===== src/rtl/charlieplex_pwm_scanner.sv =====
// rtl/charlieplex_pwm_scanner.sv - double-buffered PWM pixel scanner feeding a charlieplexer
// Optional: define CHARLIEPLEX_SKIP_DARK_EN to give level-0 pixels a single-cycle slot.
module charlieplex_pwm_scanner #(
  parameter int PIXELCOUNT = 12,
  parameter int BRIGHTBITS = 4,
  parameter int DEADCYCLES = 2,
  localparam int IDXBITS = $clog2(PIXELCOUNT)
) (
  input  logic                  clk,
  input  logic                  rst_n,
  input  logic                  enable,
  input  logic                  wr_en,
  input  logic [IDXBITS-1:0]    wr_addr,
  input  logic [BRIGHTBITS-1:0] wr_data,
  input  logic                  commit,
  output logic                  commit_pending,
  output logic [IDXBITS-1:0]    led_index,
  output logic                  led_enable,
  output logic                  frame_start
);

  localparam int ONCYCLES = 2**BRIGHTBITS - 1;
  localparam int CNTBITS  = ($clog2(DEADCYCLES + 1) > BRIGHTBITS) ? $clog2(DEADCYCLES + 1) : BRIGHTBITS;
  localparam logic [CNTBITS-1:0] ON_LAST   = CNTBITS'(ONCYCLES - 1);
  localparam logic [CNTBITS-1:0] DEAD_LAST = CNTBITS'((DEADCYCLES > 0) ? DEADCYCLES - 1 : 0);
  localparam logic [IDXBITS-1:0] IDX_LAST  = IDXBITS'(PIXELCOUNT - 1);
  localparam logic [IDXBITS:0]   PIX_LIMIT = (IDXBITS + 1)'(PIXELCOUNT);

  typedef enum logic {S_ON, S_DEAD} state_t;

  state_t                state, state_n;
  logic [IDXBITS-1:0]    idx, idx_n;
  logic [CNTBITS-1:0]    cnt, cnt_n;
  logic                  started;
  logic                  sel, sel_n;
  logic                  slot_end, wrap, swap, wr_ok, cur_dark;
  logic [BRIGHTBITS-1:0] level_n;
  logic [BRIGHTBITS-1:0] buf_a [PIXELCOUNT];
  logic [BRIGHTBITS-1:0] buf_b [PIXELCOUNT];

  // sel=0: buf_a is front, buf_b is back; a swap only flips sel.
  assign wr_ok = wr_en && ({1'b0, wr_addr} < PIX_LIMIT);
  assign swap  = wrap && (commit_pending || commit);
  assign sel_n = sel ^ swap;

`ifdef CHARLIEPLEX_SKIP_DARK_EN
  assign cur_dark = ((sel ? buf_b[idx] : buf_a[idx]) == '0);
`else
  assign cur_dark = 1'b0;
`endif

  // The first edge after reset holds pixel 0 / cnt 0 so its first ON cycle reaches the outputs.
  always_comb begin
    state_n  = state;
    idx_n    = idx;
    cnt_n    = cnt;
    slot_end = 1'b0;
    wrap     = 1'b0;
    if (started) begin
      if (state == S_ON) begin
        if (cnt == ON_LAST || cur_dark) begin
          if (DEADCYCLES == 0 || cur_dark) begin
            slot_end = 1'b1;
          end else begin
            state_n = S_DEAD;
            cnt_n   = '0;
          end
        end else begin
          cnt_n = cnt + 1'b1;
        end
      end else begin
        if (cnt == DEAD_LAST) slot_end = 1'b1;
        else                  cnt_n = cnt + 1'b1;
      end
      if (slot_end) begin
        state_n = S_ON;
        cnt_n   = '0;
        wrap    = (idx == IDX_LAST);
        idx_n   = wrap ? '0 : idx + 1'b1;
      end
    end
  end

  // A write on the swap edge targets the buffer that becomes front, so forward it.
  always_comb begin
    level_n = sel_n ? buf_b[idx_n] : buf_a[idx_n];
    if (swap && wr_ok && wr_addr == idx_n) level_n = wr_data;
  end

  always_ff @(posedge clk or negedge rst_n) begin
    if (!rst_n) begin
      for (int i = 0; i < PIXELCOUNT; i++) begin
        buf_a[i] <= '0;
        buf_b[i] <= '0;
      end
      state          <= S_ON;
      idx            <= '0;
      cnt            <= '0;
      started        <= 1'b0;
      sel            <= 1'b0;
      commit_pending <= 1'b0;
      led_index      <= '0;
      led_enable     <= 1'b0;
      frame_start    <= 1'b0;
    end else begin
      started        <= 1'b1;
      state          <= state_n;
      idx            <= idx_n;
      cnt            <= cnt_n;
      sel            <= sel_n;
      commit_pending <= swap ? 1'b0 : (commit_pending || commit);
      if (wr_ok) begin
        if (sel) buf_a[wr_addr] <= wr_data;
        else     buf_b[wr_addr] <= wr_data;
      end
      led_index   <= idx_n;
      led_enable  <= enable && (state_n == S_ON) && (cnt_n < CNTBITS'(level_n));
      frame_start <= (state_n == S_ON) && (idx_n == '0) && (cnt_n == '0);
    end
  end

endmodule


===== config.mk =====
export PLATFORM = sky130hd
export DESIGN_NAME = charlieplex_pwm_scanner
export DESIGN_NICKNAME = d
export VERILOG_FILES = /design/src/rtl/charlieplex_pwm_scanner.sv
export SDC_FILE = /design/constraint.sdc
export NUM_CORES = 1
export LEC_CHECK = 0
export CAP_MARGIN = 15
export CORE_AREA = 10 10 124 104
export CTS_CLUSTER_DIAMETER = 100
export CTS_CLUSTER_SIZE = 28
export DETAILED_ROUTE_END_ITERATION = 16
export DIE_AREA = 0 0 134 114
export GPL_TIMING_DRIVEN = 0
export PLACE_DENSITY = 0.82
export SETUP_SLACK_MARGIN = 0.3
export SYNTH_ARGS = -nofsm -noshare
export SYNTH_HDL_FRONTEND = slang
export SYNTH_SLANG_ARGS = --single-unit

===== constraint.sdc =====
create_clock -name clk -period 5.1 [get_ports clk]
set_input_delay 1.275 -clock clk [delete_from_list [all_inputs] [get_ports clk]]
set_output_delay 1.275 -clock clk [all_outputs]
set_load 0.01 [all_outputs]

## Word level (Yosys, flattened, before mapping)

Index checks and enable logic that the tools add are counted.

| operators by class | value |
|---|---|
| add/sub/neg operators | 2 |
| multiply operators | 0 |
| div/mod/pow operators | 0 |
| $lt $le $gt $ge | 5 |
| equal/unequal tests | 4 |
| shift operators | 0 |
| multiplexer cells | 30 |
| bitwise gates (word level) | 5 |
| reduce and logical (&&, ||, !) cells | 14 |

Operators by type and width:

| operator | count |
|---|---|
| bitwise mux 48 bit | 2 |
| 2-to-1 mux 4 bit | 15 |
| binary-select mux 4 bit (select 4 bit) | 2 |
| demux 4 bit (select 4 bit) | 1 |
| greater-or-equal comparator 5 bit (second input constant) | 2 |
| 2-to-1 mux 1 bit | 10 |
| inverter 4 -> 5 bit | 2 |
| logical AND 1 bit | 9 |
| adder 4 x 1 -> 4 bit (second input constant) | 2 |
| equality test 4 bit (second input constant) | 2 |
| logical NOT 4 bit | 2 |
| less-than comparator 5 x 1 -> 1 bit (second input constant) | 1 |
| equality test 4 x 1 -> 1 bit (second input constant) | 1 |
| equality test 4 bit | 1 |
| less-than comparator 4 bit | 1 |
| less-than comparator 4 bit (second input constant) | 1 |
| AND reduction 2 bit | 2 |
| inverter 1 bit | 2 |
| logical OR 1 bit | 1 |
| XOR 1 bit | 1 |

| storage, ports and cells | value |
|---|---|
| register bits | 110 |
| bits in latches | 0 |
| RAM bits | 0 |
| ROM bits | 0 |
| bits of input ports | 13 |
| output and inout bits | 7 |
| memories | 0 |

## Depth between registers and ports, before layout

| depth | value |
|---|---|
| word-level depth | 14 |
| depth in mapped cells | 21 |

## Worst setup path before layout

OpenSTA, ideal clock, no wires.

| path | value |
|---|---|
| path kind | input to register |
| from | in commit |
| to | reg led_enable |
| setup time | 0.066 ns |
| data arrival time | 3.764 ns |
| slack | 1.270 ns |
| stages | 14 |
| buffers on the path | 1 |
| cell sequence | nor2_1 > nor4_1 > xnor2_1 > inv_1 > buf_2 > mux4_2 > a211oi_2 > o22ai_1 > ha_1 > a21o_1 > nand2_1 > nand4b_1 > a41oi_1 > o31a_1 |

| between the ends | value |
|---|---|
| word-level cells in the longest chain between the ends | 7 |
| elaborated cells on any way between the ends | 9 |
| those cells by class | order compare (1); mux (2); bitwise (1); reduce/logical (5) |

RTL lines:

| element | line | RTL |
|---|---|---|
| start, declared | 15 | `input logic commit,` |
| logical OR 1 bit | 43 | `assign swap = wrap && (commit_pending \|\| commit);` |
| logical AND 1 bit | 43 |  |
| XOR 1 bit | 44 | `assign sel_n = sel ^ swap;` |
| net sel_n | 35 | `logic sel, sel_n;` |
| 2-to-1 mux 4 bit | 86 | `level_n = sel_n ? buf_b[idx_n] : buf_a[idx_n];` |
| 2-to-1 mux 4 bit | 87 | `if (swap && wr_ok && wr_addr == idx_n) level_n = wr_data;` |
| less-than comparator 4 bit | 117 | `led_enable <= enable && (state_n == S_ON) && (cnt_n < CNTBITS'(level_n));` |
| logical AND 1 bit | 117 |  |
| end signal, assigned | 117 |  |
| end, declared | 18 | `output logic led_enable,` |

The timed path passes the listed nets, and every way through them passes these cells.
A chain may end at the register's enable or synchronous reset.

## Worst setup path after layout

Ends and elaborated chain as after synthesis.

==> key figures <==
Clocking
  • Number of H-tree levels: 3
  • Worst-skew pair later-pin latency: 350 ps
  • Cell at the root of the clock tree: sky130_fd_sc_hd__clkbuf_16
  • Hold Buf Count CTS: 0
  • Buffer depth of the longest clock path: 2
  • Clock transition at the register clock pins on the worst setup and hold paths after CTS: 70 ps
  • Post-CTS repair timing setup buffer count: 0
  • CTS tree: yes
  • CTS Buf Count: 9
  • # clock sinks: 110

Finish
  • Layout overhead on the synthesized area: 12.1%
  • Net count, final: 535
  • Number of antenna diodes: 0
  • Filler cell count: 853
  • Share of cells above drive strength 1: 0.254
  • Post-Route Utilization: 0.596

Hold path
  • Instance count along the most critical hold path: 1
  • Critical hold path startpoint: buf_a[31]
  • End of the worst hold path: buf_a[31]
  • Class of the tightest hold or removal check: flop to flop

Power and ir drop
  • Max VDD drop: 0.268 mV
  • Power density over the cells: 486 nW/µm²
  • Total leakage power: 2.76 nW

Route
  • Vias after detailed routing: 4,023
  • Remaining antenna violation count: 0
  • Detailed Route Iter0 Violations: 413
  • DRC violation count after routing: 0
  • Number of vias per cell after detailed routing: 6.07
  • Total wire length after detailed routing: 13,800 µm
  • Length of the first detailed-routing pass in iterations: 5
  • Average wire length per cell after detail routing: 20.9 µm

Yosys
  • Post-synthesis async set-or-reset flop share: 1.00
  • Leading area contributor after synthesis: sky130_fd_sc_hd__dfrtp_1
  • Synthesized area divided by synthesized cell count: 11.4 µm²
  • Synthesized net count: 508
  • Most area-consuming cells after synthesis: sky130_fd_sc_hd__dfrtp_1, sky130_fd_sc_hd__mux2_2, sky130_fd_sc_hd__nand2_1
  • Cell area after technology mapping: 5580 µm²
  • Top FF cell, synth: sky130_fd_sc_hd__dfrtp_1
  • Total of flip-flops plus latches after synthesis: 110
  • Netlist cell types: 54
  • Share of the yosys chip area belonging to registers: 0.493
  • Area share of the largest cell type after synthesis: 0.493
  • Most frequent cell after synthesis: sky130_fd_sc_hd__dfrtp_1
  • Synth warnings: 0
  • Number of cells produced by synthesis: 488
  • Count of flip-flops with a built-in enable after synthesis: 0
  • Most numerous cell types in the synthesized netlist: sky130_fd_sc_hd__dfrtp_1, sky130_fd_sc_hd__mux2_2, sky130_fd_sc_hd__nand2_1

Critical path
  • Count of cells along the worst register-to-register path: 16
  • Critical Path End Type: flop
  • CP arrival: 4740 ps
  • Worst setup SP type: input port
  • Endpoint of the most critical register-to-register path: led_enable
  • Worst EP required: 5380 ps
  • Worst setup path class: input port to flop
  • Reg-to-Reg Start: cnt[0]
  • Top fanout value on the critical path: 10
  • Setup slack, reg-to-reg: 750 ps

Timing
  • Worst max-slew margin expressed relative to the limit: 0.262
  • RSZ-0062 raised after global routing: no
  • Final worst slack: 643 ps
  • Final hold viol count: 0
  • Total Neg Setup Slack: 0 ps
  • Fin crit share: 0.874
  • Tightest Pin Transition: 1100 ps
  • Minimum clock period after layout: 4460 ps
  • Worst Clk Skew: 5.36 ps
  • Final-report setup violation count: 0
  • Peak Freq: 224 MHz
  • Max-slew violation count: 0

Global route
  • Maximum number of pins on one net before global-route repair: 66
  • Number of global-route vias before repair: 4,070
  • Wire length of the first global-routing pass: 22,200 µm
  • Total congestion overflow after global routing: 0
  • Initial antenna violation count: 0
  • Global-route total usage across every layer: 0.186

Floorplan
  • DIE AREA: 15,300 µm²
  • Width of the die: 134 µm
  • Die outline height: 114 µm
  • Number of ports placed on the die boundary: 20
  • Floorplan row count: 34
  • Core box area: 10,500 µm²
  • Starting utilization of the core area: 0.531

Placed design
  • Weighted congestion at the end of routability-driven global placement: 0.960
  • Setup slack at placement: -103 ps
  • DP HPWL: 9770 µm
  • Count of input and output buffers: 15

Status
  • Result of the run: finished, final reports clean

Run
  • Maximum Capacitance Violations: 0
## worst max path at each step
stage / from / depth (start not counted) / slack, ps / to
finish: commit / 15 / 640 / led_enable
global route: commit / 15 / 460 / led_enable
CTS: commit / 15 / 510 / led_enable
detailed placement: commit / 15 / -100 / led_enable
global placement: rst_n / 1 / -1220 / buf_a[25]
floorplan: commit / 14 / 1270 / led_enable
## final cells by class
| class | instances | area (µm²) | area share |
|---|---|---|---|
| Multi-Input combinational cell | 342 | 2680 | 0.427 |
| Clock inverter | 4 | 52.6 | 0.00840 |
| Sequential cell | 110 | 2750 | 0.440 |
| Timing Repair Buffer | 16 | 175 | 0.0280 |
| Clock buffer | 11 | 243 | 0.0388 |
| Inverter | 10 | 50.0 | 0.00800 |
| Buffer | 26 | 130 | 0.0208 |
| Tap cell | 144 | 180 | 0.0288 |
## stage by stage
step | hold WS, ps | area, µm² | cells | power [mW]
after floorplan | 479 | 5580 | 488 | 1.98
after global placement | 486 | 5910 | 647 | 2.26
after detailed placement | 493 | 5940 | 648 | 2.32
after CTS | 509 | 6240 | 663 | 3.03
after global routing | 517 | 6260 | 663 | 3.21
final | 506 | 6260 | 663 | 3.04
## report_power, final
group / switching [mW] / internal, mW / total (mW) / leakage (nW)
logic: 0.643 / 0.513 / 1.16 / 1.21
clock network: 0.312 / 0.395 / 0.707 / 0.146
registers: 0.124 / 1.05 / 1.18 / 1.40
total: 1.08 / 1.96 / 3.04 / 2.76
## layout by cell type, fill, tap and decap left out, drive strengths merged, types with 7 or more instances in the layout
| cell type | synthesis | layout |
|---|---|---|
| dfrtp | 110 | 110 |
| buf | 6 | 8 |
| a21oi | 11 | 11 |
| mux2 | 96 | 96 |
| ha | 7 | 7 |
| clkdlybuf4s50 | 0 | 14 |
| nand2 | 73 | 73 |
| clkbuf | 20 | 31 |
| o21ai | 11 | 11 |
| nand4 | 8 | 8 |
| inv | 10 | 12 |
| mux2i | 25 | 25 |
| nor2 | 17 | 17 |
| nand3 | 21 | 21 |
## worst max-delay path, stage by stage
cell                              delay [ps]
sky130_fd_sc_hd__clkdlybuf4s50_1         450
sky130_fd_sc_hd__nor2_1                   90
sky130_fd_sc_hd__nor4_4                  320
sky130_fd_sc_hd__xnor2_2                 180
sky130_fd_sc_hd__inv_1                   210
sky130_fd_sc_hd__buf_2                   300
sky130_fd_sc_hd__mux4_2                  360
sky130_fd_sc_hd__a211oi_2                290
sky130_fd_sc_hd__o22ai_1                 170
sky130_fd_sc_hd__ha_1                    350
sky130_fd_sc_hd__a21o_1                  190
sky130_fd_sc_hd__nand2_1                  60
sky130_fd_sc_hd__nand4b_1                100
sky130_fd_sc_hd__a41oi_1                 190
sky130_fd_sc_hd__o31a_1                  190
## flip-flops by register name (all words and copies together) (netlist names)
name and cells:
buf_a 48, buf_b 48, cnt 4, commit_pending 1
frame_start 1, idx 4, led_enable 1, sel 1
started 1, state 1
## cells by family after synthesis
group | count (synthesis) | share of synthesized area
adders and majority gates | 7 | 0.0157
AOI/OAI and AO/OA | 47 | 0.0540
other | 1 | 0.000672
muxes | 125 | 0.257
DFF | 110 | 0.493
and+or+nand+nor | 158 | 0.142
xor gates and xnor gates | 4 | 0.00627
buffers and inverters | 36 | 0.0320
## repair_timing
action / CTS / global route
gates cloned: 0 / 0
endpoints found under the setup margin: 1 / 1
resized for setup: 1 / 4
## routing by layer
layer	wire length, µm	vias up	global-route usage
met5	0	-	0
met4	299	0	0.0608
met3	1340	24	0.0606
met2	6370	173	0.289
met1	5820	2035	0.240
li1	-	1791	-
Note: power is estimated with default switching activity, not from simulation.
==> RTL change: new RTL, same settings <==
Add an input register stage for `enable`, `wr_en`, `wr_addr`, `wr_data` and `commit`, cleared by the reset; this delays them by one clock.
--- a/src/rtl/charlieplex_pwm_scanner.sv
+++ b/src/rtl/charlieplex_pwm_scanner.sv
@@ -29,4 +29,26 @@
   typedef enum logic {S_ON, S_DEAD} state_t;
 
+  logic enable_q;
+  logic wr_en_q;
+  logic [IDXBITS-1:0] wr_addr_q;
+  logic [BRIGHTBITS-1:0] wr_data_q;
+  logic commit_q;
+
+  always_ff @(posedge clk or negedge rst_n) begin
+    if (!rst_n) begin
+      enable_q  <= '0;
+      wr_en_q   <= '0;
+      wr_addr_q <= '0;
+      wr_data_q <= '0;
+      commit_q  <= '0;
+    end else begin
+      enable_q  <= enable;
+      wr_en_q   <= wr_en;
+      wr_addr_q <= wr_addr;
+      wr_data_q <= wr_data;
+      commit_q  <= commit;
+    end
+  end
+
   state_t                state, state_n;
   logic [IDXBITS-1:0]    idx, idx_n;
@@ -40,6 +62,6 @@
 
   // sel=0: buf_a is front, buf_b is back; a swap only flips sel.
-  assign wr_ok = wr_en && ({1'b0, wr_addr} < PIX_LIMIT);
-  assign swap  = wrap && (commit_pending || commit);
+  assign wr_ok = wr_en_q && ({1'b0, wr_addr_q} < PIX_LIMIT);
+  assign swap  = wrap && (commit_pending || commit_q);
   assign sel_n = sel ^ swap;
 
@@ -85,5 +107,5 @@
   always_comb begin
     level_n = sel_n ? buf_b[idx_n] : buf_a[idx_n];
-    if (swap && wr_ok && wr_addr == idx_n) level_n = wr_data;
+    if (swap && wr_ok && wr_addr_q == idx_n) level_n = wr_data_q;
   end
 
@@ -109,11 +131,11 @@
       cnt            <= cnt_n;
       sel            <= sel_n;
-      commit_pending <= swap ? 1'b0 : (commit_pending || commit);
+      commit_pending <= swap ? 1'b0 : (commit_pending || commit_q);
       if (wr_ok) begin
-        if (sel) buf_a[wr_addr] <= wr_data;
-        else     buf_b[wr_addr] <= wr_data;
+        if (sel) buf_a[wr_addr_q] <= wr_data_q;
+        else     buf_b[wr_addr_q] <= wr_data_q;
       end
       led_index   <= idx_n;
-      led_enable  <= enable && (state_n == S_ON) && (cnt_n < CNTBITS'(level_n));
+      led_enable  <= enable_q && (state_n == S_ON) && (cnt_n < CNTBITS'(level_n));
       frame_start <= (state_n == S_ON) && (idx_n == '0) && (cnt_n == '0);
     end
Check against the original RTL: not equivalent (a bounded check fails within 4 cycles, from zero or initial values and one cycle with rst_n low).
==> RTL change against the original RTL <==
Clock power increased by 68%; register-to-register slack better by 0.39 ns; cell area is 9.5% higher; setup slack better by 0.50 ns; routed wire length is 10% higher; sequential cell count up 11; via count rose by 8.8%; power rose by 12%; synthesized area rose by 5.0%; critical endpoint unchanged.
==> RTL change: results (changes against the original RTL) <==
The overall routing resource usage came to 20.7% (+2.1 points). The detailed router's first-iteration violation count is 593 (+44%). The data arrival at the endpoint of the critical path is 4.32 ns (-0.42 ns). The last weighted congestion value of the routability-driven placer came out at 0.954 (-0.60%). The number of cells on the worst reg-to-reg path came out at 17 (+1). The routed via count came out at 4376 (+8.8%). The wire length per cell after detailed routing is 21.9 um (+5.1%).

The pin count of the biggest net entering global routing is 72 (+9.1%). The leakage power total came out at 3.10 nW (+12%). The register-to-register setup slack came to 1.14 ns (+0.39 ns). The worst hold path begins at buf_b[26]. The net count after synthesis was 520 (+2.4%). The number of buffers created by CTS came out at 17 (+8). Among cell families on the critical path, the largest total delay comes from simple AND/OR/NAND/NOR gates. The count of placed standard cells in the final layout, fillers left out is 696 (+5.0%).

The flow ran to the end, and the final reports show no timing, DRC or antenna violations. The number of global-route vias before repair is 4349 (+6.9%). The share of final-layout standard cells stronger than drive strength 1 came out at 27.4% (+1.9 points). The net total in the final layout is 559 (+4.5%). The gate count of the mapped netlist is 500 (+2.5%). The number of instances in the placed design is 664 (+2.5%). The slowest stage of the critical path is the sky130_fd_sc_hd__or4_1 cell. The source of the worst register-to-register timing path is cnt[1].

By count the netlist is led by 121 x sky130_fd_sc_hd__dfrtp_1, 96 x sky130_fd_sc_hd__mux2_2, 69 x sky130_fd_sc_hd__nand2_1, 24 x sky130_fd_sc_hd__a21oi_1. The peak supply drop came out at 0.360 mV (+34%). The number of buffers added on ports came out at 19 (+4). The actual slew at the worst max-slew pin is 1.09 ns (-0.00384 ns). The peak per-stage delay on the critical path is 0.58 ns (+0.13 ns). The placed cell area was 6260 um^2 (+5.5%).
-- RTL change: changes by cell type in the layout (fill, tap and decap cells not counted), moves of 5 or more --
| cell | change |
|---|---|
| sky130_fd_sc_hd__a221o_1 | +8 |
| sky130_fd_sc_hd__nand3_1 | -9 |
| sky130_fd_sc_hd__mux2i_1 | -6 |
| sky130_fd_sc_hd__a21oi_1 | +13 |
| sky130_fd_sc_hd__dfrtp_1 | +11 |
| sky130_fd_sc_hd__clkbuf_16 | +8 |
| sky130_fd_sc_hd__clkinv_4 | +5 |
-- RTL change: area by class of cell --
type                    instances  area (um^2)  area share (%)
repair buffers                 20          219            3.20
plain buffers                  28          149            2.17
multi-input cells             343         2650            38.7
inverters                       8         35.0           0.511
well taps                     144          180            2.63
clock inverters                13          145            2.12
flip-flops and latches        121         3030            44.2
clock buffers                  19          443            6.46
-- RTL change: kinds of logic after synthesis --
logic type / synth area share, %
compound gates: 8.21
xor+xnor: 0.747
fa+ha+maj: 1.49
buf+inv: 3.14
flops: 51.6
mux: 21.9
other cells: 0.0639
simple gates: 12.8
-- RTL change: power breakdown --
| group | leakage [nW] | internal [mW] | switching [mW] |
|---|---|---|---|
| Sequential | 1.56 | 1.09 | 0.103 |
| Combinational | 1.26 | 0.419 | 0.614 |
| Clock | 0.280 | 0.734 | 0.452 |
-- RTL change: through the flow --
stage | setup slack (ns) | power [mW]
final | 1.14 | 3.41
after global routing | 0.868 | 3.56
after CTS | 1.21 | 3.40
after detailed placement | 1.24 | 2.20
after global placement | -1.64 | 2.16
after floorplan | 1.79 | 1.88
-- RTL change: how the worst max path moves through the flow --
| stage | start | endpoint | slack [ns] |
|---|---|---|---|
| after global routing | cnt[1] | led_enable | 0.87 |
| after detailed placement | cnt[1] | led_enable | 1.24 |
| after floorplan | idx[0] | led_enable | 1.79 |
| final | cnt[1] | led_enable | 1.14 |
| after global placement | rst_n | buf_b[23] | -1.64 |
| after CTS | idx[0] | led_enable | 1.21 |
-- RTL change: per-layer routing --
metal	wire length, um	vias to the layer above	track usage, %
met4	254	0	7.68
met3	1330	30	5.14
li1	-	1890	-
met2	7280	222	32.9
met5	0	-	0
met1	6380	2234	26.8
